$ cat src/rtl/pcm_frame_sched_pkg.sv
// Shared defaults, write-FSM state encoding and half-buffer size helper for pcm_frame_sched.
package pcm_frame_sched_pkg;

    localparam int NCHAN_DEF   = 16;
    localparam int NFRAMES_DEF = 16;
    localparam int HDR_DEF     = 14;
    localparam int ADDR_W_DEF  = 11;

    typedef enum logic [2:0] {
        ST_IDLE    = 3'd0,
        ST_WR_LO   = 3'd1,
        ST_WR_HI   = 3'd2,
        ST_NEXT    = 3'd3,
        ST_SEQ_HI  = 3'd4,
        ST_SEQ_LO  = 3'd5,
        ST_HANDOFF = 3'd6
    } wr_state_e;

    function automatic int half_bytes(input int addr_w);
        return 1 << (addr_w - 1);
    endfunction

endpackage

$ cat src/rtl/pcm_tx_tracker.sv
// Pending-frame / outstanding-start bookkeeping for the Ethernet transmitter, plus
// eth_start generation and the saturating overrun counter.
module pcm_tx_tracker (
    input  logic       clk,
    input  logic       rst,
    input  logic       handoff_i,
    input  logic       handoff_half_i,
    input  logic       eth_busy_i,
    output logic       accept_o,
    output logic       eth_start_o,
    output logic       eth_half_o,
    output logic [7:0] overrun_cnt_o
);

    logic       pend_q, pend_d;
    logic       pend_half_q, pend_half_d;
    logic       outst_q, outst_d;
    logic [1:0] wait_q, wait_d;
    logic       start_q, start_d;
    logic       half_q, half_d;
    logic [7:0] ovr_q, ovr_d;
    logic       launch;

    assign launch   = pend_q && !eth_busy_i && !outst_q;
    // A launch in the same cycle frees the pending slot before the handoff looks at it.
    assign accept_o = !pend_q || launch;

    always_ff @(posedge clk or posedge rst) begin
        if (rst) begin
            pend_q      <= 1'b0;
            pend_half_q <= 1'b0;
            outst_q     <= 1'b0;
            wait_q      <= 2'd0;
            start_q     <= 1'b0;
            half_q      <= 1'b0;
            ovr_q       <= 8'd0;
        end else begin
            pend_q      <= pend_d;
            pend_half_q <= pend_half_d;
            outst_q     <= outst_d;
            wait_q      <= wait_d;
            start_q     <= start_d;
            half_q      <= half_d;
            ovr_q       <= ovr_d;
        end
    end

    always_comb begin
        pend_d      = pend_q;
        pend_half_d = pend_half_q;
        outst_d     = outst_q;
        wait_d      = wait_q;
        start_d     = 1'b0;
        half_d      = half_q;
        ovr_d       = ovr_q;
        if (launch) begin
            start_d = 1'b1;
            half_d  = pend_half_q;
            pend_d  = 1'b0;
            outst_d = 1'b1;
            wait_d  = 2'd0;
        end else if (outst_q) begin
            if (eth_busy_i || wait_q == 2'd3) begin
                outst_d = 1'b0;
            end else begin
                wait_d = wait_q + 2'd1;
            end
        end
        if (handoff_i) begin
            if (accept_o) begin
                pend_d      = 1'b1;
                pend_half_d = handoff_half_i;
            end else if (ovr_q != 8'hFF) begin
                ovr_d = ovr_q + 8'd1;
            end
        end
    end

    assign eth_start_o   = start_q;
    assign eth_half_o    = half_q;
    assign overrun_cnt_o = ovr_q;

endmodule

$ cat src/rtl/pcm_frame_sched.sv
// Ping-pong PCM frame writer: walks the channel mux per strobe and fills one BRAM half.
// Define FRAME_SEQ_EN to prefix each half with a big-endian 16-bit frame sequence number.
module pcm_frame_sched
    import pcm_frame_sched_pkg::*;
#(
    parameter int NCHAN   = NCHAN_DEF,
    parameter int NFRAMES = NFRAMES_DEF,
    parameter int HDR     = HDR_DEF,
    parameter int ADDR_W  = ADDR_W_DEF
) (
    input  logic                     clk,
    input  logic                     rst,
    input  logic                     pcm_stb,
    output logic [$clog2(NCHAN)-1:0] chan_sel,
    input  logic [15:0]              pcm_data,
    output logic                     bram_wr_en,
    output logic [ADDR_W-1:0]        bram_wr_addr,
    output logic [7:0]               bram_wr_data,
    output logic                     eth_start,
    output logic                     eth_half,
    input  logic                     eth_busy,
    output logic [7:0]               overrun_cnt,
    output logic                     late_err
);

    localparam int CW   = $clog2(NCHAN);
    localparam int SW   = (NFRAMES > 1) ? $clog2(NFRAMES) : 1;
    localparam int HALF = half_bytes(ADDR_W);
`ifdef FRAME_SEQ_EN
    localparam int PAY  = HDR + 2;
`else
    localparam int PAY  = HDR;
`endif

    wr_state_e         state_q, state_d;
    logic [CW-1:0]     chan_q, chan_d;
    logic [SW-1:0]     set_q, set_d;
    logic              half_q, half_d;
    logic              wr_en_q, wr_en_d;
    logic [ADDR_W-1:0] addr_q, addr_d;
    logic [7:0]        data_q, data_d;
    logic              late_q, late_d;
    logic              handoff, accept;
    logic [ADDR_W-1:0] sample_addr;
`ifdef FRAME_SEQ_EN
    logic [15:0]       seq_q, seq_d;
    logic [ADDR_W-1:0] seq_addr;

    assign seq_addr = ADDR_W'(HALF * int'(half_q) + HDR);
`endif

    assign sample_addr = ADDR_W'(HALF * int'(half_q) + PAY
                                 + int'(set_q) * 2 * NCHAN + int'(chan_q) * 2);

    always_ff @(posedge clk or posedge rst) begin
        if (rst) begin
            state_q <= ST_IDLE;
            chan_q  <= '0;
            set_q   <= '0;
            half_q  <= 1'b0;
            wr_en_q <= 1'b0;
            addr_q  <= '0;
            data_q  <= 8'd0;
            late_q  <= 1'b0;
`ifdef FRAME_SEQ_EN
            seq_q   <= 16'd0;
`endif
        end else begin
            state_q <= state_d;
            chan_q  <= chan_d;
            set_q   <= set_d;
            half_q  <= half_d;
            wr_en_q <= wr_en_d;
            addr_q  <= addr_d;
            data_q  <= data_d;
            late_q  <= late_d;
`ifdef FRAME_SEQ_EN
            seq_q   <= seq_d;
`endif
        end
    end

    always_comb begin
        state_d = state_q;
        chan_d  = chan_q;
        set_d   = set_q;
        half_d  = half_q;
        wr_en_d = 1'b0;
        addr_d  = addr_q;
        data_d  = data_q;
        late_d  = late_q;
        handoff = 1'b0;
`ifdef FRAME_SEQ_EN
        seq_d   = seq_q;
`endif
        if (pcm_stb && state_q != ST_IDLE) late_d = 1'b1;
        case (state_q)
            ST_IDLE: begin
                if (pcm_stb) begin
                    chan_d  = '0;
                    state_d = ST_WR_LO;
                end
            end
            // chan_sel holds across LO/HI so both bytes come from the same mux sample.
            ST_WR_LO: begin
                wr_en_d = 1'b1;
                addr_d  = sample_addr;
                data_d  = pcm_data[7:0];
                state_d = ST_WR_HI;
            end
            ST_WR_HI: begin
                wr_en_d = 1'b1;
                addr_d  = sample_addr + ADDR_W'(1);
                data_d  = pcm_data[15:8];
                if (chan_q == CW'(NCHAN - 1)) begin
                    state_d = ST_NEXT;
                end else begin
                    chan_d  = chan_q + 1'b1;
                    state_d = ST_WR_LO;
                end
            end
            ST_NEXT: begin
                if (set_q == SW'(NFRAMES - 1)) begin
                    set_d = '0;
`ifdef FRAME_SEQ_EN
                    state_d = ST_SEQ_HI;
`else
                    state_d = ST_HANDOFF;
`endif
                end else begin
                    set_d   = set_q + 1'b1;
                    state_d = ST_IDLE;
                end
            end
`ifdef FRAME_SEQ_EN
            ST_SEQ_HI: begin
                wr_en_d = 1'b1;
                addr_d  = seq_addr;
                data_d  = seq_q[15:8];
                state_d = ST_SEQ_LO;
            end
            ST_SEQ_LO: begin
                wr_en_d = 1'b1;
                addr_d  = seq_addr + ADDR_W'(1);
                data_d  = seq_q[7:0];
                state_d = ST_HANDOFF;
            end
`endif
            // On overrun the same half is refilled; sequence number is reused.
            ST_HANDOFF: begin
                handoff = 1'b1;
                if (accept) begin
                    half_d = ~half_q;
`ifdef FRAME_SEQ_EN
                    seq_d  = seq_q + 16'd1;
`endif
                end
                state_d = ST_IDLE;
            end
            default: state_d = ST_IDLE;
        endcase
    end

    pcm_tx_tracker u_tx (
        .clk           (clk),
        .rst           (rst),
        .handoff_i     (handoff),
        .handoff_half_i(half_q),
        .eth_busy_i    (eth_busy),
        .accept_o      (accept),
        .eth_start_o   (eth_start),
        .eth_half_o    (eth_half),
        .overrun_cnt_o (overrun_cnt)
    );

    assign chan_sel     = chan_q;
    assign bram_wr_en   = wr_en_q;
    assign bram_wr_addr = addr_q;
    assign bram_wr_data = data_q;
    assign late_err     = late_q;

endmodule

$ cat config.mk
export PLATFORM = sky130hd
export DESIGN_NAME = pcm_frame_sched
export DESIGN_NICKNAME = d
export VERILOG_FILES = /design/src/rtl/pcm_frame_sched_pkg.sv /design/src/rtl/pcm_tx_tracker.sv /design/src/rtl/pcm_frame_sched.sv
export SDC_FILE = /design/constraint.sdc
export NUM_CORES = 1
export LEC_CHECK = 0
export ABC_AREA = 1
export ABC_CLOCK_PERIOD_IN_PS = 1950
export BUFFER_PORTS_ARGS = -buffer_cell sky130_fd_sc_hd__buf_2
export CORE_MARGIN = 1
export CORE_UTILIZATION = 30
export CTS_BUF_LIST = sky130_fd_sc_hd__clkbuf_2
export DETAILED_ROUTE_END_ITERATION = 10
export PLACE_DENSITY_LB_ADDON = 0.25
export RECOVER_POWER = 100
export SYNTH_ARGS = -nofsm -noshare
export SYNTH_HDL_FRONTEND = slang
export SYNTH_SLANG_ARGS = --single-unit
$ cat constraint.sdc
create_clock -name clk -period 1.95 [get_ports clk]
set_clock_uncertainty 0.1 [all_clocks]
set_input_delay 0.39 -clock clk [delete_from_list [all_inputs] [get_ports clk]]
set_output_delay 0.39 -clock clk [all_outputs]
set_load 0.05 [all_outputs]
**Yosys cells after proc, flatten, opt, wreduce, memory -nomap -nowiden**

Cells that the tools add are included.

- Word-level logic and storage cells: 77
- Input port bits: 20
- Output and inout bits: 35
- Register bits: 48

- Bitwise logic cells: 2
- Add/sub/neg operators: 8
- Reductions and logical operators: 19
- Equal/unequal tests: 11
- Muxes and demuxes: 22

Operators by type and width:

| cell | number |
|---|---|
| case mux 11 bit (2 select lines) | 1 |
| case mux 8 bit (2 select lines) | 1 |
| 2-to-1 mux 4 bit | 3 |
| case mux 3 bit (4 select lines) | 1 |
| adder 11 x 1 -> 11 bit, second input constant | 1 |
| adder 11 x 4 -> 11 bit, second input constant | 1 |
| adder 11 x 5 -> 11 bit | 1 |
| adder 11 x 9 -> 11 bit | 1 |
| 2-to-1 mux 1 bit | 9 |
| adder 4 x 1 -> 4 bit, second input constant | 2 |
| adder 8 x 1 -> 8 bit, second input constant | 1 |
| equality test 4 bit, second input constant | 2 |
| 2-to-1 mux 2 bit | 4 |
| != test 8 bit, second input constant | 1 |
| case mux 4 bit (2 select lines) | 1 |
| equality test 3 x 2 -> 1 bit, second input constant | 2 |
| 2-to-1 mux 3 bit | 2 |
| AND reduction 2 bit | 3 |
| AND reduction 3 bit | 2 |
| nonzero test 2 bit | 3 |
| != test 2 bit, second input constant | 2 |
| equality test 3 x 1 -> 1 bit, second input constant | 1 |
| equality test 3 bit, second input constant | 1 |
| logical AND 1 bit | 3 |
| 9 further kinds | 13 |

**Logic depth before layout (Yosys ltp)**

Gate-level depths: netlist (run 1).

- Depth in word-level cells: 6
- Depth in mapped cells: 8
- Gate-level depth less buffers: 8

**Cells and area by module**

A second synthesis (run 1) with hierarchy kept.

- Cells, all modules: 306
- Area, all modules: 2492.4 um^2

Modules (own cells, without submodules):

| module | seq. area each (um^2) | area each (um^2) | cells each | times used |
|---|---|---|---|---|
| pcm_frame_sched | 825.8 | 1699.1 | 212 | 1 |
| pcm_tx_tracker | 375.4 | 793.3 | 94 | 1 |

**Worst setup path before layout (run 1)**

OpenSTA, ideal clock, no wires.

- Kind: reg-to-reg
- From: reg u_tx.ovr_q[0] (netlist: u_tx.overrun_cnt_o[0])
- To: reg u_tx.ovr_q[5] (netlist: u_tx.overrun_cnt_o[5])
- Period minus slack after synthesis: 1.808 ns
- Slack: 0.142 ns
- Data required time: 1.784 ns
- Library setup time: 0.066 ns
- Path buffers: 0
- Arrival time: 1.642 ns
- Cell stages (with the launch flop): 8
- Cells stage by stage: dfrtp_1 ha_1 nand3_1 nor2_1 nand2_1 nand2_2 nand2_1 nand2_1

- Cells in the longest elaborated chain, start to end: 2
- Elaborated cells on any way between the ends: 3
- Classes of those cells: add/sub (1); eq/ne (1); reduce/logical (1)

RTL lines:

| element | line | source |
|---|---|---|
| from (decl) | pcm_tx_tracker.sv:21 | `logic [7:0] ovr_q, ovr_d;` |
| from (signal assigned) | pcm_tx_tracker.sv:44 | `ovr_q <= ovr_d;` |
| parallel branches: the longest is 2 deep, another holds adder 8 x 1 -> 8 bit | -- |  |

Parallel ways; which one is timed is not known.
A chain may end at the register's enable or synchronous reset.

**Worst setup path after layout (run 1)**

- From: reg chan_q[3] (netlist: chan_sel[3])
- To: out chan_sel[3]

RTL lines:

| element | line | source |
|---|---|---|
| from (decl) | pcm_frame_sched.sv:36 | `logic [CW-1:0] chan_q, chan_d;` |
| from (signal assigned) | pcm_frame_sched.sv:70 | `chan_q <= chan_d;` |
| to (decl) | pcm_frame_sched.sv:14 | `output logic [$clog2(NCHAN)-1:0] chan_sel,` |

No word-level cell between the ends.

==> flow_summary.ini, run 1 <==
[status]
status = complete, no violations

[clock_network]
htreeDepth = 2
clock_sinks = 48
cts_setup_buffers = 0
numCtsBuffers = 5
cts_hold_buffers = 1
postCtsResizedCells = 0
cts_tree = built
root_buffer = clkbuf_2
cts_buffer_depth = 2
insertion_delay_ns = 0.40
path_clk_slew_ns = 0.22

[timing]
rsz0062_at_grt = no
setup_violations = 0
finalMaxSlewViolations = 0
timing.fmax_ghz = 0.555
slew_headroom_pct = 19.0
tns_ns = 0
finalCriticalPeriod_ns = 1.80
hold_viol_final = 0
period_share_pct = 92.5
worst_hold_slack_ns = 0.0923
tightestPinTransition_ns = 1.22

[detailed_routing]
first_pass_iters = 4
wirelength_um = 5060
drtAntennaViolNets = 0
drt-wirelength-per-cell_um = 10.9
vias = 2035
via_per_inst = 4.40
drtIter0Drc = 80
remaining_drc_errors = 0

[synthesis]
syn_area_um2 = 2400
synthesis.nets = 326
yosysTopAreaCell = dfrtp_1
yosys_warnings = 0
synth.area.top_cells = dfrtp_1 50%, nand2_1 17%, nand3_1 6.5%, inv_1 6.4%, o21ai_0 5.2%
syn_avg_cell_area_um2 = 7.98
yosysTopAreaCellShare_pct = 50.0
yosysSeqAreaShare_pct = 50.0
ys_ff_latch = 48
postSynthCellCount = 301
ys_types = 23

[critical_path]
r2r-end = u_tx.overrun_cnt_o[6]
cpMaxStageDelayCell = dfrtp_1
critPathCapture = chan_sel[3]
critPathMaxStageDelay_ns = 0.58
r2r_cells = 7
crit_chain = buf_2
cp-startpoint = chan_sel[3]
path_delay_family = flip-flops
cp.depth = 1
required_ns = 1.46
reg2reg_slack_ns = 0.20
path_class = flip-flop to output pin
crit_fanout = 10
startpoint_type = flip-flop
r2r-start = u_tx.overrun_cnt_o[0]
path_buf_inv = 1
arrival_ns = 1.31
endpoint_kind = output pin

[placed_design]
place.gp.congestion = 0.796
place_area_um2 = 2780
dp_hpwl_um = 3670
port_buffers = 54

[floorplanning]
num_rows = 32
die_area_um2 = 8370
die_h_um = 91.5
die_w_um = 91.5
coreArea_um2 = 7730
initial_core_util_pct = 31.1
ios = 55

[pwr]
p_total_mw = 3.64
ir_drop_mv = 0.611
cellPowerDensity_nw_per_um2 = 1310
p_leak_nw = 1.54

[final_layout]
fillers = 836
area_growth_pct = 15.3
final_nets = 385
stdcell_area_um2 = 2770
diodes = 0
drive_above_1_share_pct = 16.7

[global_routing]
track_usage_pct = 13.2
grt_antenna_before_repair = 0
grt_overflow = 0
grt_max_degree = 49
grt_first_pass_wirelength_um = 8850
grt_pass1_vias = 1950

[flow_run]
maxCapViolations = 0

[worst_hold_path]
min_path_type = input pin to flip-flop
-- layout by cell type, fill, tap and decap left out, types with 2 or more instances in the layout --
cell type and instances:
buf_2 20, o21ai_0 29, nand2_4 2, a21oi_1 2, dfrtp_1 48, nand2_1 109, clkinv_1 3, xor2_1 4
clkbuf_1 7, ha_1 5, nand4_1 2, inv_1 40, nand3_1 31, clkbuf_2 33, nor2_1 17
-- worst min path at each step --
| stage | start | to | slack, ns | cells after the start |
|---|---|---|---|---|
| final | pcm_stb | late_err | 0.09 | 2 |
| after floorplan | u_tx.pend_half_q | u_tx.eth_half_o | 0.34 | 2 |
| after global routing | pcm_stb | late_err | 0.07 | 2 |
| after detailed placement | late_err | late_err | 0.35 | 1 |
| after CTS | pcm_stb | late_err | 0.06 | 2 |
| after global placement | late_err | late_err | 0.34 | 1 |
-- flip-flops by register name, summed over array words and instances, names as in the netlist --
| name | count |
|---|---|
| bram_wr_addr | 11 |
| bram_wr_data | 8 |
| u_tx.overrun_cnt_o | 8 |
| chan_sel | 4 |
| set_q | 4 |
| state_q | 3 |
| u_tx.wait_q | 2 |
| bram_wr_en | 1 |
| half_q | 1 |
| late_err | 1 |
| u_tx.eth_half_o | 1 |
| u_tx.eth_start_o | 1 |
| u_tx.outst_q | 1 |
| u_tx.pend_half_q | 1 |
| u_tx.pend_q | 1 |
-- layer usage --
| layer | track usage [%] | share of wire, % | vias to the layer above |
|---|---|---|---|
| li1 | - | - | 1063 |
| met3 | 3.27 | 3.5 | 6 |
| met4 | 3.97 | 1.3 | 0 |
| met1 | 16.2 | 45 | 942 |
| met2 | 22.9 | 50 | 24 |
| met5 | 0 | 0 | - |
-- synthesized netlist by cell type --
master	number
or2_2	1
dfrtp_1	48
ha_1	5
nand2_4	2
buf_6	1
buf_8	1
a21oi_1	2
inv_6	1
nand2_2	2
nor2_4	2
nand3_2	1
o21ai_0	25
nand3_1	31
o21ai_4	1
inv_1	41
nand2_1	107
o21a_1	1
o21ai_2	4
xor2_1	4
buf_2	2
a21o_1	1
nor2_1	16
nand4_1	2
-- power breakdown --
group / internal (mW) / leakage (nW) / switching [mW] / total, mW
combinational: 0.394 / 0.907 / 1.37 / 1.76
clock: 0.0741 / 0.0239 / 0.303 / 0.377
sequential: 1.28 / 0.613 / 0.221 / 1.50
total: 1.74 / 1.54 / 1.89 / 3.64
-- layout make-up --
type | count | area (um2) | share of cell area [%]
sequential | 48 | 1200 | 43.4
multi-input combinational | 207 | 975 | 35.2
timing repair buffer | 56 | 277 | 9.98
inverter | 42 | 158 | 5.69
tap | 102 | 128 | 4.61
clock buffer | 5 | 25.0 | 0.903
clock inverter | 2 | 7.51 | 0.271
-- kinds of logic after synthesis --
logic type,Yosys count,share of synthesized area (%)
AO/OA/AOI/OAI,34,8.39
XOR/XNOR,4,1.46
adder cells (fa/ha/maj),5,2.60
buffers and inverters,46,8.28
flip-flops,48,50.0
AND/OR/NAND/NOR,164,29.3
-- stage by stage --
stage | setup WS (ns) | std cells | util [%]
after CTS | 0.112 | 462 | 36.6
after detailed placement | 0.345 | 454 | 36.0
after floorplan | 0.142 | 301 | -
after global routing | 0.0269 | 462 | 35.8
after global placement | 0.432 | 454 | 36.0
final | 0.147 | 462 | 35.8
Note: power is estimated with default switching activity, not from simulation.
==> run 2, diff against run 1 <==
- CORE_UTILIZATION: 30 -> 56
==> run 2 against run 1 <==
Cell count decreased by 11%. Fmax is 1.0% lower. Die area fell by 46%. Sequential power barely moved. Sequential share of layout area fell by 0.56 points. Critical path type unchanged. Largest power group unchanged. Highest routed layer unchanged.
==> flow_summary.ini, run 2 (synthesis results as in run 1) <==
[critical_path]
path_buf_inv = 1
startpoint_type = flip-flop
critPathMaxStageDelay_ns = 0.57
crit_chain = clkbuf_2
path_delay_family = flip-flops
crit_fanout = 10
cp.depth = 1
endpoint_kind = output pin
r2r-start = u_tx.overrun_cnt_o[0]
required_ns = 1.46
arrival_ns = 1.33
path_class = flip-flop to output pin
cpMaxStageDelayCell = dfrtp_1
r2r_cells = 7
cp-startpoint = chan_sel[3]

[final_layout]
final_nets = 385
stdcell_area_um2 = 2810
mostFrequentLayoutCells = 108 x nand2_1, 48 x dfrtp_1, 41 x inv_1
largest_register_ffs = 11
layout_commonest_cell = nand2_1
diodes = 0
drive_above_1_share_pct = 19.7
area_growth_pct = 16.8

[global_routing]
grt_overflow = 0
grt_antenna_before_repair = 0
track_usage_pct = 24.1
grt_max_degree = 49
grt_pass1_vias = 1953
grt_first_pass_wirelength_um = 8140

[timing]
tns_ns = 0
worst_hold_slack_ns = 0.0652
period_share_pct = 93.4
slew_headroom_pct = 23.9
finalMaxSlewViolations = 0
timing.fmax_ghz = 0.549
tightestPinTransition_ns = 1.14
finalCriticalPeriod_ns = 1.82
worst_slack_ns = 0.128
rsz0062_at_grt = no
hold_viol_final = 0
setup_violations = 0

[clock_network]
htreeDepth = 2
postCtsResizedCells = 0
insertion_delay_ns = 0.43
numCtsBuffers = 5
root_buffer = clkbuf_2
clock_sinks = 48
cts_tree = built
path_clk_slew_ns = 0.23
cts_buffer_depth = 2

[detailed_routing]
remaining_drc_errors = 0
drtIter0Drc = 155
drtAntennaViolNets = 0
vias = 2069
via_per_inst = 5.03
wirelength_um = 4780
drt-wirelength-per-cell_um = 11.6
first_pass_iters = 5

[floorplanning]
num_rows = 23
die_h_um = 67.5
die_area_um2 = 4560
coreArea_um2 = 4060
initial_core_util_pct = 59.2
die_w_um = 67.5
ios = 55

[placed_design]
place_area_um2 = 2720
port_buffers = 54
place.gp.congestion = 0.789
place_worst_setup_slack_ns = 0.339
dp_hpwl_um = 3420

[worst_hold_path]
min_path_type = input pin to flip-flop
hold_path_depth = 2
hold_start = pcm_stb

[status]
status = complete, no violations

[pwr]
ir_drop_mv = 0.848
cellPowerDensity_nw_per_um2 = 1460
p_leak_nw = 1.61

[flow_run]
maxCapViolations = 0
-- run 2: changes by cell type in the layout (fill, tap and decap cells not counted) --
cell,before,now
bufinv_16,0,3
clkbuf_2,33,40
inv_2,1,0
nand2_1,109,108
buf_2,20,19
o21ai_0,29,28
o21ai_2,0,1
inv_1,40,41
nand2_2,0,1
inv_6,0,1
clkinv_1,3,0
clkbuf_1,7,1
-- run 2: power by group --
| group | internal [mW] | leakage [nW] | total, mW | switching, mW |
|---|---|---|---|---|
| Clock | 0.473 | 0.0632 | 0.798 | 0.325 |
| Combinational | 0.422 | 0.929 | 1.81 | 1.39 |
| Sequential | 1.28 | 0.613 | 1.50 | 0.221 |
| Total | 2.17 | 1.61 | 4.11 | 1.94 |
-- run 2: per-layer routing --
layer / up-vias / wire, um / track usage, %
met3: 8 / 193 / 5.74
li1: 1056 / - / -
met1: 958 / 2080 / 28.4
met5: - / 0 / 0
met2: 47 / 2410 / 41.6
met4: 0 / 92 / 10.4
-- run 2: through the flow --
stage | power, mW | cells | utilization [%]
floorplan | 3.01 | 301 | -
global placement | 3.35 | 402 | 67.0
detailed placement | 3.39 | 402 | 67.0
CTS | 4.20 | 411 | 70.1
global route | 4.37 | 411 | 69.2
finish | 4.11 | 411 | 69.2
-- run 2: cell type report --
type / count / area [um2]
Tap cell: 50 / 62.6
Fill cell: 354 / 1250
Timing Repair Buffer: 56 / 284
Clock inverter: 3 / 90.1
Multi-Input combinational cell: 207 / 981
Inverter: 42 / 163
Clock buffer: 5 / 25.0
Sequential cell: 48 / 1200
-- run 2: final timing paths --
kind	slack (ns)	to
worst max-delay path	0.13	chan_sel[3]
worst min-delay path	0.07	late_err
worst max register to register	0.29	u_tx.overrun_cnt_o[5]
worst min register to register	0.40	late_err
max in group asynchronous	0.33	bram_wr_data[1]
min in group asynchronous	0.74	bram_wr_en
-- run 2: what timing repair did --
item	in CTS	in global routing
endpoints found under the hold margin	48	0
hold buffers	1	0
endpoints found under the setup margin	0	0
setup buffers	0	0
